[src/rtl/izqader_serial_feeder_pkg.sv]
// Shared types and encodings for the serial comparator feeder.
//   stateT        : feeder FSM states
//   RES_*         : final relation codes reported on result
//   YZ_*          : per-bit {y,z} step codes consumed by the comparator
package izqader_pkg;

    typedef enum logic [1:0] {
        IDLE = 2'd0,
        SCAN = 2'd1,
        DONE = 2'd2
    } stateT;

    localparam logic [1:0] RES_NONE = 2'b00;
    localparam logic [1:0] RES_EQ   = 2'b01;
    localparam logic [1:0] RES_A_GT = 2'b10;
    localparam logic [1:0] RES_B_GT = 2'b11;

    localparam logic [1:0] YZ_IDLE = 2'b00;
    localparam logic [1:0] YZ_EQ   = 2'b01;
    localparam logic [1:0] YZ_AGTB = 2'b10;
    localparam logic [1:0] YZ_BGTA = 2'b11;

endpackage

[src/rtl/izqader_serial_feeder_if.sv]
// Handshake/bus bundle between the feeder and its environment.
//   start, a, b      : scan request and the two words to compare
//   step_ready       : downstream accepts the current step
//   step_valid, y, z : current step and its code
//   bit_idx          : index of the bit being presented
//   busy, done       : activity flag and end-of-scan pulse
//   result           : final relation
// modport master: the feeder side; modport slave: the environment side.
interface izqader_serial_feeder_if #(
    parameter int WIDTH = 3,
    parameter int CNT_W = $clog2(WIDTH) + 1
);
    logic             start;
    logic [WIDTH-1:0] a;
    logic [WIDTH-1:0] b;
    logic             step_ready;
    logic             step_valid;
    logic             y;
    logic             z;
    logic [CNT_W-1:0] bit_idx;
    logic             busy;
    logic             done;
    logic [1:0]       result;

    modport master (
        input  start, a, b, step_ready,
        output step_valid, y, z, bit_idx, busy, done, result
    );

    modport slave (
        output start, a, b, step_ready,
        input  step_valid, y, z, bit_idx, busy, done, result
    );
endinterface

[src/rtl/izqader_serial_feeder_bit_code.sv]
// Combinational per-bit step encoder.
//   aBit, bBit : one bit of word A and word B
//   yz         : {y,z} code (equal, A greater, B greater)
module izqader_bit_code (
    input  logic       aBit,
    input  logic       bBit,
    output logic [1:0] yz
);
    import izqader_pkg::*;

    always_comb begin
        yz = YZ_EQ;
        if (aBit && !bBit) begin
            yz = YZ_AGTB;
        end else if (!aBit && bBit) begin
            yz = YZ_BGTA;
        end
    end
endmodule

[src/rtl/izqader_serial_feeder.sv]
// Serial feeder: captures two words on start and walks them MSB to LSB,
// presenting one {y,z} step per accepted handshake, then reports the relation.
//   clk, rst_n : clock and asynchronous active-low reset
//   bus        : izqader_serial_feeder_if.master (start/a/b in, step handshake,
//                bit_idx, busy, done, result out)
// Build option: IZQADER_FULL_SCAN_EN -- when defined the scan always walks all
// WIDTH bits, latching the first difference; otherwise it stops early.
module izqader_serial_feeder #(
    parameter int WIDTH = 3,
    parameter int CNT_W = $clog2(WIDTH) + 1
) (
    input  logic                    clk,
    input  logic                    rst_n,
    izqader_serial_feeder_if.master bus
);
    import izqader_pkg::*;

    localparam logic [CNT_W-1:0] TOP_IDX = CNT_W'(WIDTH - 1);

    stateT            state;
    logic [WIDTH-1:0] capA;
    logic [WIDTH-1:0] capB;
    logic [CNT_W-1:0] bitIdx;
    logic [1:0]       yzReg;
    logic [1:0]       result;
    logic             stepValid;
    logic             busy;
    logic             done;

    logic [CNT_W-1:0] nextIdx;
    logic             nextA;
    logic             nextB;
    logic [1:0]       nextCode;
    logic [1:0]       startCode;
    logic             accept;
    logic             isDiff;
    logic [1:0]       diffRes;

    // Code for the following bit is prepared ahead so y/z stay registered.
    assign nextIdx = bitIdx - 1'b1;
    assign nextA   = |(capA & (WIDTH'(1) << nextIdx));
    assign nextB   = |(capB & (WIDTH'(1) << nextIdx));

    izqader_bit_code uNextCode (
        .aBit (nextA),
        .bBit (nextB),
        .yz   (nextCode)
    );

    izqader_bit_code uStartCode (
        .aBit (bus.a[WIDTH-1]),
        .bBit (bus.b[WIDTH-1]),
        .yz   (startCode)
    );

    assign accept  = stepValid && bus.step_ready;
    assign isDiff  = (yzReg != YZ_EQ);
    assign diffRes = (yzReg == YZ_AGTB) ? RES_A_GT : RES_B_GT;

    always_ff @(posedge clk or negedge rst_n) begin
        if (!rst_n) begin
            state     <= IDLE;
            capA      <= '0;
            capB      <= '0;
            bitIdx    <= '0;
            yzReg     <= YZ_IDLE;
            result    <= RES_NONE;
            stepValid <= 1'b0;
            busy      <= 1'b0;
            done      <= 1'b0;
        end else begin
            case (state)
                IDLE: begin
                    done <= 1'b0;
                    if (bus.start) begin
                        capA      <= bus.a;
                        capB      <= bus.b;
                        bitIdx    <= TOP_IDX;
                        yzReg     <= startCode;
                        result    <= RES_NONE;
                        stepValid <= 1'b1;
                        busy      <= 1'b1;
                        state     <= SCAN;
                    end
                end
                SCAN: begin
                    if (accept) begin
`ifdef IZQADER_FULL_SCAN_EN
                        if (isDiff && result == RES_NONE) begin
                            result <= diffRes;
                        end
                        if (bitIdx == '0) begin
                            if (!isDiff && result == RES_NONE) begin
                                result <= RES_EQ;
                            end
                            stepValid <= 1'b0;
                            yzReg     <= YZ_IDLE;
                            done      <= 1'b1;
                            state     <= DONE;
                        end else begin
                            bitIdx <= nextIdx;
                            yzReg  <= nextCode;
                        end
`else
                        if (isDiff || bitIdx == '0) begin
                            result    <= isDiff ? diffRes : RES_EQ;
                            stepValid <= 1'b0;
                            yzReg     <= YZ_IDLE;
                            done      <= 1'b1;
                            state     <= DONE;
                        end else begin
                            bitIdx <= nextIdx;
                            yzReg  <= nextCode;
                        end
`endif
                    end
                end
                DONE: begin
                    // Start is deliberately not sampled here.
                    done  <= 1'b0;
                    busy  <= 1'b0;
                    state <= IDLE;
                end
                default: begin
                    state <= IDLE;
                end
            endcase
        end
    end

    assign bus.step_valid = stepValid;
    assign bus.y          = yzReg[1];
    assign bus.z          = yzReg[0];
    assign bus.bit_idx    = bitIdx;
    assign bus.busy       = busy;
    assign bus.done       = done;
    assign bus.result     = result;

endmodule

[src/flat_wrapper.sv]
// flat-port wrapper written by rule: the top's interface ports become plain ports
module izqader_serial_feeder_flat import izqader_pkg::*;
#(
    parameter int WIDTH = 3,
    parameter int CNT_W = $clog2(WIDTH) + 1
)
  (clk, rst_n, bus_start, bus_a, bus_b, bus_step_ready, bus_step_valid, bus_y, bus_z, bus_bit_idx, bus_busy, bus_done, bus_result);
  izqader_serial_feeder_if #(.WIDTH(WIDTH), .CNT_W(CNT_W)) bus_i ();
  input  logic clk;
  input  logic rst_n;
  input wire logic [$bits(bus_i.start)-1:0] bus_start;
  input wire logic [$bits(bus_i.a)-1:0] bus_a;
  input wire logic [$bits(bus_i.b)-1:0] bus_b;
  input wire logic [$bits(bus_i.step_ready)-1:0] bus_step_ready;
  output wire logic [$bits(bus_i.step_valid)-1:0] bus_step_valid;
  output wire logic [$bits(bus_i.y)-1:0] bus_y;
  output wire logic [$bits(bus_i.z)-1:0] bus_z;
  output wire logic [$bits(bus_i.bit_idx)-1:0] bus_bit_idx;
  output wire logic [$bits(bus_i.busy)-1:0] bus_busy;
  output wire logic [$bits(bus_i.done)-1:0] bus_done;
  output wire logic [$bits(bus_i.result)-1:0] bus_result;
  assign bus_i.start = bus_start;
  assign bus_i.a = bus_a;
  assign bus_i.b = bus_b;
  assign bus_i.step_ready = bus_step_ready;
  assign bus_step_valid = bus_i.step_valid;
  assign bus_y = bus_i.y;
  assign bus_z = bus_i.z;
  assign bus_bit_idx = bus_i.bit_idx;
  assign bus_busy = bus_i.busy;
  assign bus_done = bus_i.done;
  assign bus_result = bus_i.result;
  izqader_serial_feeder #(.WIDTH(WIDTH), .CNT_W(CNT_W)) u_core (.clk(clk), .rst_n(rst_n), .bus(bus_i));
endmodule
[config.mk]
export PLATFORM = sky130hd
export DESIGN_NAME = izqader_serial_feeder_flat
export DESIGN_NICKNAME = d
export VERILOG_FILES = /design/src/rtl/izqader_serial_feeder_pkg.sv /design/src/rtl/izqader_serial_feeder_if.sv /design/src/rtl/izqader_serial_feeder_bit_code.sv /design/src/rtl/izqader_serial_feeder.sv /design/src/flat_wrapper.sv
export SDC_FILE = /design/constraint.sdc
export NUM_CORES = 1
export LEC_CHECK = 0
export ABC_AREA = 1
export ABC_CLOCK_PERIOD_IN_PS = 5400
export CORE_MARGIN = 8
export CORE_UTILIZATION = 45
export CTS_CLUSTER_DIAMETER = 200
export DETAILED_ROUTE_END_ITERATION = 6
export PLACE_DENSITY = 0.71
export SLEW_MARGIN = 20
export SYNTH_ARGS = -nofsm -noshare
export SYNTH_HDL_FRONTEND = slang
export SYNTH_SLANG_ARGS = --single-unit
[constraint.sdc]
create_clock -name clk -period 5.4 [get_ports clk]
set_input_delay 0.81 -clock clk [delete_from_list [all_inputs] [get_ports clk]]
set_output_delay 0.81 -clock clk [all_outputs]
set_load 0.1 [all_outputs]
==> flow_summary.toml <==
[final_layout]
final_nets = 153
fillers = 204
stdcell_count = 162
layout_common_cells = "39 x nand2_1, 19 x nand3_1, 19 x clkdlybuf4s50_1"
final_common_cell = "nand2_1"
antennaDiodeCount = 0
areaGrowthSynthToFinish_pct = 22.84
drive_gt1_share_pct = 13.43

[timing]
rsz0062_at_grt = "no"
fmax_mhz = 370.3
slew-limit-headroom_pct = 33.96
setup_violations = 0
final.min_clock_period_ps = 2701
finalMaxSlewViolations = 0
final_hold_viol_count = 0
fin_crit_sh_pct = 50.02
holdWs_ps = 475.0
skew_ps = 2.596
fin_tns_setup_ps = 0
tightest_slew_ps = 987.6
setup_ws_ps = 2699

[logic_synthesis]
synth.area.top_cells = "dfrtp_1 46%, nand2_1 15%, nand3_1 9.6%"
syn_avg_cell_area_um2 = 8.649
ys_seq_elements = 18
ys_seq_area_share_pct = 45.69
synth.distinct_cells = 20
synthSimpleGateAreaFrac_pct = 36.04
yosysTopAreaCellShare_pct = 45.69
syn_inst = 114
syn_area_um2 = 985.9
yosysTopAreaCell = "dfrtp_1"
synth_xor_area_share_pct = 0
synth_top_family_by_area = "simple AND/OR/NAND/NOR gates"
yosys_warnings = 0
synth.net_count = 131
muxShareOfSynthArea_pct = 0
synth_fa_ha_area_share_pct = 8.883
synth_compound_area_share_pct = 3.680

[worst_setup_path]
crit_fanout = 6
cp.required_ps = 4590
path_delay_family = "buffers and inverters"
crit_type = "reg -> out"
crit_start = "u_core.bus.bit_idx[0]"
critPathLaunchType = "flip-flop"
arrival_ps = 1890
path_buf_inv = 1
r2r_start = "u_core.bus.bit_idx[0]"
endpoint_kind = "output pin"
rr_worst_depth = 12
path_depth = 1
cp_cell_sequence = "clkdlybuf4s50_1"
critPathMaxStageDelay_ps = 1170
cp_slowest_cell = "clkdlybuf4s50_1"

[cts]
cts_buffer_depth = 2
cts_buffers = 3
hold_buffers = 0
clock_latency_ps = 290
cts_root_buffer = "clkbuf_4"
clk_pin_slew_ps = 90
ctsResizeCount = 0
cts_tree = "done"
cts_setup_buffers = 0
ctsHtreeMaxLevel = 1
cts_sinks = 18

[floorplan]
die_w_um = 62.81
start_util_pct = 45.89
rows = 17
num_io_pins = 20
core_area_um2 = 2148
dieArea_um2 = 3945
die_y_um = 62.81

[placement]
dpl.hpwl_um = 1479
pre_cts_slack_ps = 3015
place_congestion = 0.7708
port_buffers = 19
placed_cells = 159

[power]
power.density_nw_per_um2 = 172.5
p_leak_nw = 0.6146
vdd_drop_max_uv = 108.9

[routing]
drt-initial-drc-count = 27
vias = 783
routed_wl_um = 1858
dr.pass1.iters = 2
drcViolationCount = 0
drtAntennaViolNets = 0
via_per_inst = 4.833
avgRoutedWirePerCell_um = 11.47

[global_routing]
antenna_found_initial = 0
grt_max_degree = 19
grt_first_pass_wirelength_um = 3505
grt_pass1_vias = 825
grt_util_all_layers_pct = 10.89
gr-total-overflow = 0

[worst_hold_path]
hold_path.startpoint = "u_core.bus.busy"
hold_class = "reg -> reg"
holdPathStages = 2

[run_status]
status = "finished clean"

[job]
max_cap_viol_count = 0
report_power, final:
group | switching (mW) | internal, mW | leakage (nW)
sequential | 0 | 0.135 | 0.236
combinational | 0.00466 | 0.00599 | 0.365
clock | 0.0377 | 0.0259 | 0.0138
stage by stage:
step | utilization (%) | instance area, um^2 | power (mW)
2_1_floorplan | - | 985.9 | 0.1380
3_3_place_gp | 55.33 | 1189 | 0.1482
3_5_place_dp | 55.33 | 1189 | 0.1483
4_1_cts | 56.38 | 1211 | 0.2126
5_1_grt | 56.38 | 1211 | 0.2200
6_report | 56.38 | 1211 | 0.2090
area by class of cell:
| class | instances | area, um^2 | area share (%) |
|---|---|---|---|
| clock buffers | 3 | 22.52 | 1.860 |
| inverters | 9 | 33.78 | 2.789 |
| multi-input cells | 85 | 479.2 | 39.57 |
| flip-flops and latches | 18 | 450.4 | 37.19 |
| well taps | 28 | 35.03 | 2.893 |
| repair buffers | 19 | 190.2 | 15.70 |
kinds of logic (layout without fill, tap and decap cells):
logic type | Yosys count | after routing
compound gates | 4 | 4
flops | 18 | 18
fa+ha+maj | 7 | 7
simple gates | 74 | 74
buf+inv | 11 | 31
metal layers:
layer | vias up | wire length (um) | share of wire [%] | track usage, %
met3 | 4 | 106 | 5.7 | 3.943
met4 | 0 | 34 | 1.8 | 5.983
met1 | 354 | 806 | 43 | 11.52
met5 | - | 0 | 0 | 0
met2 | 16 | 912 | 49 | 18.37
li1 | 409 | - | - | -
final timing paths:
check | end | slack (ps)
max reg2reg | u_core.yzReg[1] | 3380
min | u_core.bus.busy | 480
min in group asynchronous | u_core.bus.done | 950
max | bus_bit_idx[0] | 2700
max in group asynchronous | u_core.bus.bit_idx[1] | 3980
min reg2reg | u_core.bus.busy | 480
state kept, by name, indices dropped and copies added (netlist names):
register,count
u_core.state,2
u_core.capA,3
u_core.bus.step_valid,1
u_core.yzReg,2
u_core.bus.busy,1
u_core.bus.done,1
u_core.bus.bit_idx,3
u_core.bus.result,2
u_core.capB,3
cell usage after synthesis:
| cell | n |
|---|---|
| nand2_1 | 39 |
| nand3_1 | 19 |
| dfrtp_1 | 18 |
| ha_1 | 7 |
| inv_1 | 7 |
| nand2_2 | 3 |
| nor2_2 | 3 |
| buf_6 | 2 |
| inv_2 | 2 |
| nand2_4 | 2 |
| nor2_1 | 2 |
| or2_1 | 2 |
| a31oi_1 | 1 |
| nand3_2 | 1 |
| nand4_1 | 1 |
| nor2_4 | 1 |
| o21ai_1 | 1 |
| o21ai_2 | 1 |
| o21ai_4 | 1 |
| or2_2 | 1 |
worst min-delay path, stage by stage, from the launching register on:
cell and delay, ps:
dfrtp_1 350, nand2_1 50, nand2_1 40
(Power assumes the default switching activity.)
